## src/rtl/sargantana_icache_fill_ctrl.sv

```systemverilog
// -----------------------------------------------------------------------------
// sargantana_icache_fill_ctrl
//
// Miss-refill and flush sequencer that sits directly in front of the icache
// tag/data memory top. It takes one miss (tag + set index) at a time and
// fetches the line from L2. It then picks a victim way and writes tag, valid
// bit and line into the arrays in a single cycle. It also sequences a
// whole-cache flush. This block is the only driver of the arrays' write-side
// request, enable and data inputs.
//
// Configuration macro:
//   ICACHE_FILL_LFSR_REPL_EN
//     Defined   : the replacement policy uses an 8-bit Galois LFSR
//                 (taps 8'hB8, seed 8'h01) that advances every cycle.
//     Undefined : the replacement policy uses a round-robin pointer.
//
// Ports:
//   clk_i, rstn_i            clock, asynchronous active-low reset
//   miss_valid_i/ready_o     miss handshake
//   miss_tag_i/idx_i         address of the missing line
//   miss_vbits_i             valid bits of the target set at acceptance
//   flush_i                  flush request (level)
//   l2_req_valid_o/ready_i   L2 line request handshake
//   l2_req_addr_o            {tag, idx} of the requested line
//   l2_resp_valid_i/data_i   L2 line return (always accepted)
//   tag_req_o, data_req_o    array way selects
//   tag_we_o, data_we_o      array write enables
//   flush_en_o               invalidate all valid bits
//   valid_bit_o, tag_o,
//   cline_o, addr_o          array write data and set index
//   fill_done_o, fill_way_o  line-written pulse and the way written
//   flush_done_o             flush-issued pulse
//   busy_o                   sequencer not idle
// -----------------------------------------------------------------------------
// state  | meaning
// IDLE   | ready for a miss; a flush request wins over a miss
// REQ    | presenting the line request to L2
// WAIT   | request accepted, waiting for the line
// WRITE  | one-cycle tag/valid/line write into the victim way
// FLUSH  | one-cycle invalidate of every way
// -----------------------------------------------------------------------------
module sargantana_icache_fill_ctrl #(
    parameter int ICACHE_N_WAY = 4,
    parameter int SET_WIDHT    = 256,
    parameter int TAG_WIDHT    = 20,
    parameter int ADDR_WIDHT   = 6
) (
    input  logic                              clk_i,
    input  logic                              rstn_i,
    input  logic                              miss_valid_i,
    output logic                              miss_ready_o,
    input  logic [TAG_WIDHT-1:0]              miss_tag_i,
    input  logic [ADDR_WIDHT-1:0]             miss_idx_i,
    input  logic [ICACHE_N_WAY-1:0]           miss_vbits_i,
    input  logic                              flush_i,
    output logic                              l2_req_valid_o,
    input  logic                              l2_req_ready_i,
    output logic [TAG_WIDHT+ADDR_WIDHT-1:0]   l2_req_addr_o,
    input  logic                              l2_resp_valid_i,
    input  logic [SET_WIDHT-1:0]              l2_resp_data_i,
    output logic [ICACHE_N_WAY-1:0]           tag_req_o,
    output logic [ICACHE_N_WAY-1:0]           data_req_o,
    output logic                              tag_we_o,
    output logic                              data_we_o,
    output logic                              flush_en_o,
    output logic                              valid_bit_o,
    output logic [TAG_WIDHT-1:0]              tag_o,
    output logic [SET_WIDHT-1:0]              cline_o,
    output logic [ADDR_WIDHT-1:0]             addr_o,
    output logic                              fill_done_o,
    output logic [$clog2(ICACHE_N_WAY)-1:0]   fill_way_o,
    output logic                              flush_done_o,
    output logic                              busy_o
);

    localparam int WAY_W = $clog2(ICACHE_N_WAY);

    localparam logic [2:0] ST_IDLE  = 3'd0;
    localparam logic [2:0] ST_REQ   = 3'd1;
    localparam logic [2:0] ST_WAIT  = 3'd2;
    localparam logic [2:0] ST_WRITE = 3'd3;
    localparam logic [2:0] ST_FLUSH = 3'd4;

    logic [2:0]              r_state;
    logic [2:0]              w_state_nxt;
    logic [TAG_WIDHT-1:0]    r_tag;
    logic [ADDR_WIDHT-1:0]   r_idx;
    logic [SET_WIDHT-1:0]    r_line;
    logic [WAY_W-1:0]        r_way;
    logic                    r_kill;

    logic                    w_accept;
    logic                    w_has_free;
    logic [WAY_W-1:0]        w_free_way;
    logic [WAY_W-1:0]        w_policy_way;
    logic [WAY_W-1:0]        w_victim;
    logic [ICACHE_N_WAY-1:0] w_onehot;
    logic                    w_in_write;
    logic                    w_in_flush;
    logic                    w_kill_now;

    assign miss_ready_o = (r_state == ST_IDLE) && !flush_i;
    assign w_accept     = miss_valid_i && miss_ready_o;

    // A flush arriving in the same cycle as the L2 response must still
    // suppress the write, so the registered kill flag is not enough here.
    assign w_kill_now   = r_kill || flush_i;

    // ------------------------------------------------------------------
    // Victim selection: an invalid way always wins over the policy.
    // ------------------------------------------------------------------
    assign w_has_free = ~(&miss_vbits_i);

    // Scan from the top down so the lowest invalid way is the last one
    // written and therefore the one selected.
    always_comb begin
        w_free_way = '0;
        for (int i = ICACHE_N_WAY - 1; i >= 0; i--) begin
            if (!miss_vbits_i[i]) begin
                w_free_way = WAY_W'(i);
            end
        end
    end

`ifdef ICACHE_FILL_LFSR_REPL_EN
    logic [7:0] r_lfsr;

    always_ff @(posedge clk_i or negedge rstn_i) begin
        if (!rstn_i) begin
            r_lfsr <= 8'h01;
        end else begin
            r_lfsr <= {1'b0, r_lfsr[7:1]} ^ (r_lfsr[0] ? 8'hB8 : 8'h00);
        end
    end

    assign w_policy_way = r_lfsr[WAY_W-1:0];
`else
    logic [WAY_W-1:0] r_rr_ptr;

    // Only advances when the policy actually chose the victim; ways are a
    // power of two so the natural wrap takes N-1 back to 0.
    always_ff @(posedge clk_i or negedge rstn_i) begin
        if (!rstn_i) begin
            r_rr_ptr <= '0;
        end else if (w_accept && !w_has_free) begin
            r_rr_ptr <= r_rr_ptr + WAY_W'(1);
        end
    end

    assign w_policy_way = r_rr_ptr;
`endif

    assign w_victim = w_has_free ? w_free_way : w_policy_way;

    // ------------------------------------------------------------------
    // State machine
    // ------------------------------------------------------------------
    always_comb begin
        w_state_nxt = r_state;
        case (r_state)
            ST_IDLE: begin
                if (flush_i) begin
                    w_state_nxt = ST_FLUSH;
                end else if (miss_valid_i) begin
                    w_state_nxt = ST_REQ;
                end
            end
            ST_REQ: begin
                if (l2_req_ready_i) begin
                    w_state_nxt = ST_WAIT;
                end
            end
            ST_WAIT: begin
                if (l2_resp_valid_i) begin
                    w_state_nxt = w_kill_now ? ST_FLUSH : ST_WRITE;
                end
            end
            ST_WRITE: w_state_nxt = ST_IDLE;
            ST_FLUSH: w_state_nxt = ST_IDLE;
            default:  w_state_nxt = ST_IDLE;
        endcase
    end

    always_ff @(posedge clk_i or negedge rstn_i) begin
        if (!rstn_i) begin
            r_state <= ST_IDLE;
        end else begin
            r_state <= w_state_nxt;
        end
    end

    always_ff @(posedge clk_i or negedge rstn_i) begin
        if (!rstn_i) begin
            r_kill <= 1'b0;
        end else if (w_state_nxt == ST_FLUSH) begin
            r_kill <= 1'b0;
        end else if (flush_i && ((r_state == ST_REQ) || (r_state == ST_WAIT))) begin
            r_kill <= 1'b1;
        end
    end

    always_ff @(posedge clk_i or negedge rstn_i) begin
        if (!rstn_i) begin
            r_tag <= '0;
            r_idx <= '0;
            r_way <= '0;
        end else if (w_accept) begin
            r_tag <= miss_tag_i;
            r_idx <= miss_idx_i;
            r_way <= w_victim;
        end
    end

    always_ff @(posedge clk_i or negedge rstn_i) begin
        if (!rstn_i) begin
            r_line <= '0;
        end else if ((r_state == ST_WAIT) && l2_resp_valid_i && !w_kill_now) begin
            r_line <= l2_resp_data_i;
        end
    end

    // ------------------------------------------------------------------
    // Outputs. Write-side signals are forced to zero outside WRITE/FLUSH
    // so the arrays never see stale data on their write ports.
    // ------------------------------------------------------------------
    assign w_in_write = (r_state == ST_WRITE);
    assign w_in_flush = (r_state == ST_FLUSH);
    assign w_onehot   = ICACHE_N_WAY'(1) << r_way;

    assign l2_req_valid_o = (r_state == ST_REQ);
    assign l2_req_addr_o  = l2_req_valid_o ? {r_tag, r_idx} : '0;

    assign tag_req_o   = w_in_flush ? {ICACHE_N_WAY{1'b1}} :
                         (w_in_write ? w_onehot : '0);
    assign data_req_o  = w_in_write ? w_onehot : '0;
    assign tag_we_o    = w_in_write;
    assign data_we_o   = w_in_write;
    assign valid_bit_o = w_in_write;
    assign tag_o       = w_in_write ? r_tag  : '0;
    assign cline_o     = w_in_write ? r_line : '0;
    assign addr_o      = w_in_write ? r_idx  : '0;
    assign fill_done_o = w_in_write;
    assign fill_way_o  = w_in_write ? r_way  : '0;

    assign flush_en_o   = w_in_flush;
    assign flush_done_o = w_in_flush;

    assign busy_o = (r_state != ST_IDLE);

endmodule
```

## config.mk

```make
export PLATFORM = sky130hd
export DESIGN_NAME = sargantana_icache_fill_ctrl
export DESIGN_NICKNAME = d
export VERILOG_FILES = /design/src/rtl/sargantana_icache_fill_ctrl.sv
export SDC_FILE = /design/constraint.sdc
export NUM_CORES = 1
export LEC_CHECK = 0
export BUFFER_PORTS_ARGS = -buffer_cell sky130_fd_sc_hd__buf_4
export CORE_AREA = 2 2 241 243
export DETAILED_ROUTE_END_ITERATION = 8
export DIE_AREA = 0 0 243 245
export HOLD_SLACK_MARGIN = 0.08
export PLACE_DENSITY_LB_ADDON = 0.15
export SYNTH_ARGS = -nofsm -noshare
export SYNTH_HDL_FRONTEND = slang
export SYNTH_SLANG_ARGS = --single-unit
```

## constraint.sdc

```tcl
create_clock -name clk_i -period 2 [get_ports clk_i]
set_input_delay 0.4 -clock clk_i [delete_from_list [all_inputs] [get_ports clk_i]]
set_output_delay 0.4 -clock clk_i [all_outputs]
set_load 0.02 [all_outputs]
```

### After elaboration in Yosys (flattened, before gate mapping)

Cells that the tools add are included.

| storage, ports and cells | value |
|---|---|
| register bits after elaboration | 290 |
| input bits | 292 |
| word-level logic and storage cells | 48 |
| output and inout port bits | 327 |

| cells by class | value |
|---|---|
| reductions and logical operators | 14 |
| equal/unequal tests | 5 |
| add/sub/neg operators | 1 |
| muxes and demuxes | 20 |
| shift operators | 1 |

Operator list:

| operator | number |
|---|---|
| 256-bit 2-to-1 mux | 1 |
| 26-bit 2-to-1 mux | 1 |
| 20-bit 2-to-1 mux | 1 |
| 3-bit 2-to-1 mux | 5 |
| 2-bit 2-to-1 mux | 6 |
| 3-bit case mux with 3 select lines | 1 |
| 4-bit 2-to-1 mux | 2 |
| 3-bit by 2-bit equality test with 1-bit output (second input constant) | 2 |
| 3-bit equality test (second input constant) | 2 |
| 1-bit logical AND | 6 |
| 6-bit 2-to-1 mux | 1 |
| 4-bit AND reduction | 1 |
| 1-bit by 2-bit left shift with 4-bit output (first input constant) | 1 |
| 3-bit by 1-bit equality test with 1-bit output (second input constant) | 1 |
| 3-bit zero test | 1 |
| 3-bit nonzero test | 1 |
| 2-bit by 1-bit adder with 2-bit output (second input constant) | 1 |
| 1-bit zero test | 2 |
| 1-bit logical OR | 2 |
| 1-bit 2-to-1 mux | 2 |
| 2-bit nonzero test | 1 |

### Longest topological paths before layout

| depth | value |
|---|---|
| depth in word-level cells | 6 |
| depth in mapped cells | 6 |
| gate-level depth less buffers | 3 |

### Worst setup path before layout

Ideal clock, no wire load.

| timing | value |
|---|---|
| path kind | flip-flop to output port |
| from | register r_state[2] |
| to | output port tag_req_o[0] |
| buffers on the path | 2 |
| arrival time | 1.813 ns |
| stages on the path, launching flop included | 6 |
| slack | -0.213 ns |
| required time | 1.600 ns |
| cell sequence | dfrtp_1 -> buf_6 -> and3b_1 -> clkbuf_1 -> nor3b_1 -> nand2b_1 |

| between the ends | value |
|---|---|
| cells in the longest elaborated chain, start to end | 3 |

Ends and longest elaborated chain:

| what | RTL line | RTL |
|---|---|---|
| from (decl) | 84 | `logic [2:0] r_state;` |
| from (signal assigned) | 188 | `r_state <= w_state_nxt;` |
| 3-bit by 2-bit equality test with 1-bit output | 226 | `assign w_in_write = (r_state == ST_WRITE);` |
| 4-bit 2-to-1 mux | n/a |  |
| via data_req_o[0] | 62 | `output logic [ICACHE_N_WAY-1:0] data_req_o,` |
| 4-bit 2-to-1 mux | 233 | `assign tag_req_o = w_in_flush ? {ICACHE_N_WAY{1'b1}} :` |
| to (decl) | 61 | `output logic [ICACHE_N_WAY-1:0] tag_req_o,` |

The timed path passes the listed nets, and every way through them passes these cells.

### Worst setup path in the final report

| timing | value |
|---|---|
| from | register r_state[2] |
| to | output port cline_o[66] |

| between the ends | value |
|---|---|
| cells in the longest elaborated chain, start to end | 2 |

Ends and longest elaborated chain:

| what | RTL line | RTL |
|---|---|---|
| 3-bit by 2-bit equality test with 1-bit output | 226 |  |
| 256-bit 2-to-1 mux | 240 | `assign cline_o = w_in_write ? r_line : '0;` |
| to (decl) | 68 | `output logic [SET_WIDHT-1:0] cline_o,` |

Every way passes these cells.

==> results.sh <==
export IMPL_pwr_density_cell_nw_per_um2=881
export IMPL_violations="negative setup slack"
export IMPL_synth_ff_type="dfrtp_1"
export IMPL_cts_tree="yes"
export IMPL_nets=2223
export IMPL_max_slew_worst_pin_slew_ns=0.416
export IMPL_regToRegStartpoint="r_state[2]"
export IMPL_crit_chain="and3b_4, buf_12, buf_12, and2_1, buf_4"
export IMPL_max_freq_mhz=426
export IMPL_status="finished with violations"
export IMPL_p_leak_nw=12.9
export IMPL_syn2layout_area_growth_pct=74.5
export IMPL_drive_gt1_share_pct=53.9
export IMPL_relSlewSlack_pct=71.6
export IMPL_hold_violations=0
export IMPL_drtPass1Iterations=4
export IMPL_final_antenna_net_count=0
export IMPL_final_cells=2722
export IMPL_slowest_delay_ns=0.37
export IMPL_crit_arrival_ns=1.95
export IMPL_initial_utilization_pct=24.6
export IMPL_slew_violations=0
export IMPL_regArea_um2=7260
export IMPL_grt_pass1_vias=12249
export IMPL_hp_class="input pin to flip-flop"
export IMPL_die_area_um2=59500
export IMPL_cts_root_buffer_cell="clkbuf_16"
export IMPL_clock_skew_ns=0.0117
export IMPL_crit_type="flip-flop to output port"
export IMPL_yosysSeqAreaShare_pct=51.7
export IMPL_clk_latency_ns=0.54
export IMPL_netlist_area_um2=14000
export IMPL_gp_congestion=0.814
export IMPL_final_util_pct=43.0
export IMPL_timing_rr_end="r_line[209]"
export IMPL_crit_slowest_cell="dfrtp_1"
export IMPL_period_share_pct=117
export IMPL_ir_drop_mv=0.663
export IMPL_synth_distinct_cells=33
export IMPL_synth_top_area_share_pct=51.7
export IMPL_drc=0
export IMPL_netlist_instances=1000
export IMPL_yosys_register_bits=290
export IMPL_pin_count=619
export IMPL_grt_max_degree=69
export IMPL_cts_root_to_sink_buffers=3
export IMPL_syn_num_nets=1292
export IMPL_finalPower_mw=21.6
export IMPL_period_minus_slack_ns=2.35
export IMPL_start_kind="flip-flop"
export IMPL_endpoint="cline_o[66]"
export IMPL_tns_ns=-91.15
export IMPL_syn_area_per_cell_um2=14.0
export IMPL_async_flop_share_pct=100
export IMPL_path_common_cell="buf_12"
export IMPL_antenna_found_initial=2
export IMPL_cts_max_level=2
export IMPL_n_fill_cell=5416
export IMPL_holdWs_ns=0.124
export IMPL_crit_required_ns=1.60
export IMPL_numCtsBuffers=37
export IMPL_drt_initial_drc_count=340
export IMPL_grtUsageTotal_pct=16.0
export IMPL_cts_clk_slew_worst_paths_ns=0.06
export IMPL_io_buffers=618
export IMPL_rsz0062_at_grt="yes"
export IMPL_worst_slack_ns=-0.346
export IMPL_clock_sinks=290
export IMPL_synth_warnings=0
export IMPL_grt_overflow=0
export IMPL_critPathMaxFanout=28
export IMPL_dp_cells=2363
export IMPL_core_um2=57000
export IMPL_die_h_um=245
export IMPL_grt_pass1_wl_mm=74.6
export IMPL_die_w_um=243
export IMPL_num_vias=11084
export IMPL_cp_end_kind="output port"
export IMPL_yosys_area_top_type="dfrtp_1"
export IMPL_row_count=88
export IMPL_r2r_cells=6
export IMPL_cap_violations=0
export IMPL_crit_path_start="r_state[2]"
export IMPL_setup_viol=327
export IMPL_wire_per_inst_um=18.2
export IMPL_reg2reg_slack_ns=0.11
export IMPL_multi_input_area_um2=6380
export IMPL_synth_edf_count=0
export IMPL_vias_per_cell=4.07
export IMPL_netlist_top_cells_area="dfrtp_1 52%, mux2_4 24%, and2_1 14%, mux2_2 4.2%, buf_6 2.2%"
export IMPL_dp_hpwl_mm=34.8
export IMPL_drt_total_wl_mm=49.5
[cell type report]
| type | count | share of cell area, % |
|---|---|---|
| repair buffers | 964 | 35.5 |
| well taps | 765 | 3.90 |
| diodes | 2 | 0.0204 |
| clock inverters | 8 | 0.383 |
| flip-flops and latches | 290 | 29.6 |
| multi-input cells | 632 | 26.0 |
| inverters | 6 | 0.0919 |
| clock buffers | 55 | 4.47 |
[state kept, by name (all words and copies together), names as in the netlist]
signal	cells
r_line	256
r_tag	20
r_idx	6
r_state	3
r_rr_ptr	2
r_way	2
r_kill	1
[worst max-delay path, delay by kind of cell (launching register included)]
family        cells  cell delay (ns)
simple gates      2             0.52
buf+inv           3             0.50
flops             1             0.37
[synthesized netlist by cell type, types with 3 or more instances]
cell      instances
mux2_4          229
buf_2             8
mux2_2           53
o21ai_0           3
nand3_1           3
nand2_1           5
dfrtp_1         290
and2_1          308
nor2_1            3
buf_6            27
buf_4             5
nand2b_1          3
clkbuf_1         32
inv_1             6
[layout by cell type, fill, tap and decap left out, types with 2 or more instances in the layout]
master / count
bufinv_16: 2
clkbuf_16: 41
buf_6: 93
nor3b_4: 2
diode_2: 2
clkbuf_1: 10
buf_16: 5
xnor2_1: 2
buf_8: 2
mux2i_1: 2
nand3_1: 3
buf_4: 559
and2_1: 278
clkbuf_8: 6
a21oi_1: 2
mux2_2: 53
dfrtp_1: 290
o21ai_0: 2
clkinv_2: 5
and2_4: 30
nor2_1: 3
nor4_4: 2
nand3b_1: 2
inv_1: 6
nand2_1: 5
dlygate4sd3_1: 282
mux2_4: 229
buf_12: 21
nand2b_1: 3
[routing by layer]
metal	up-vias	global-route usage, %	routed length, um
li1	5177	-	-
met1	5509	19.2	19900
met2	335	28.3	25700
met3	63	4.03	2820
met4	0	4.57	1100
met5	-	0	0
[worst min-delay path by stage]
stage                        startpoint          end  slack [ns]  cells after the start
global placement                 rstn_i  r_line[223]        0.33                      1
global route        l2_resp_data_i[100]  r_line[100]        0.09                      2
detailed placement               rstn_i  r_line[223]        0.33                      1
floorplan                        rstn_i     r_idx[0]        0.10                      0
finish              l2_resp_data_i[100]  r_line[100]        0.12                      2
CTS                 l2_resp_data_i[100]  r_line[100]        0.08                      2
[per-stage QoR]
| step | area [um2] | setup WS [ns] |
|---|---|---|
| after global placement | 19800 | 0.157 |
| final | 24500 | -0.346 |
| after detailed placement | 19800 | 0.147 |
| after global routing | 24500 | -0.425 |
| after CTS | 24300 | -0.415 |
| after floorplan | 14100 | -0.0842 |
[timing repair]
action | 4_1_cts | 5_1_grt
buffers inserted | 4 | 4
resized for setup | 92 | 42
pin swaps | 8 | 4
hold buffers | 282 | 0
cloned | 2 | 3
endpoints found under the hold margin | 306 | 0
setup endpoints to repair | 327 | 327
[power by group]
| part | internal [mW] | total, mW | switching [mW] |
|---|---|---|---|
| sequential | 7.55 | 8.62 | 1.07 |
| clock | 4.03 | 6.68 | 2.65 |
| combinational | 4.03 | 6.28 | 2.25 |
| total | 15.6 | 21.6 | 5.98 |
[cells by family (layout without fill, tap and decap cells)]
kind of cell | after synthesis | after routing | share of synthesized area [%]
simple gates | 334 | 334 | 15.0
flops | 290 | 290 | 51.7
mux | 284 | 284 | 28.9
buf+inv | 78 | 1033 | 3.73
compound gates | 12 | 12 | 0.588
xor+xnor | 2 | 2 | 0.125
other cells | 0 | 2 | 0
No activity file was read; power rests on OpenSTA's default activity.
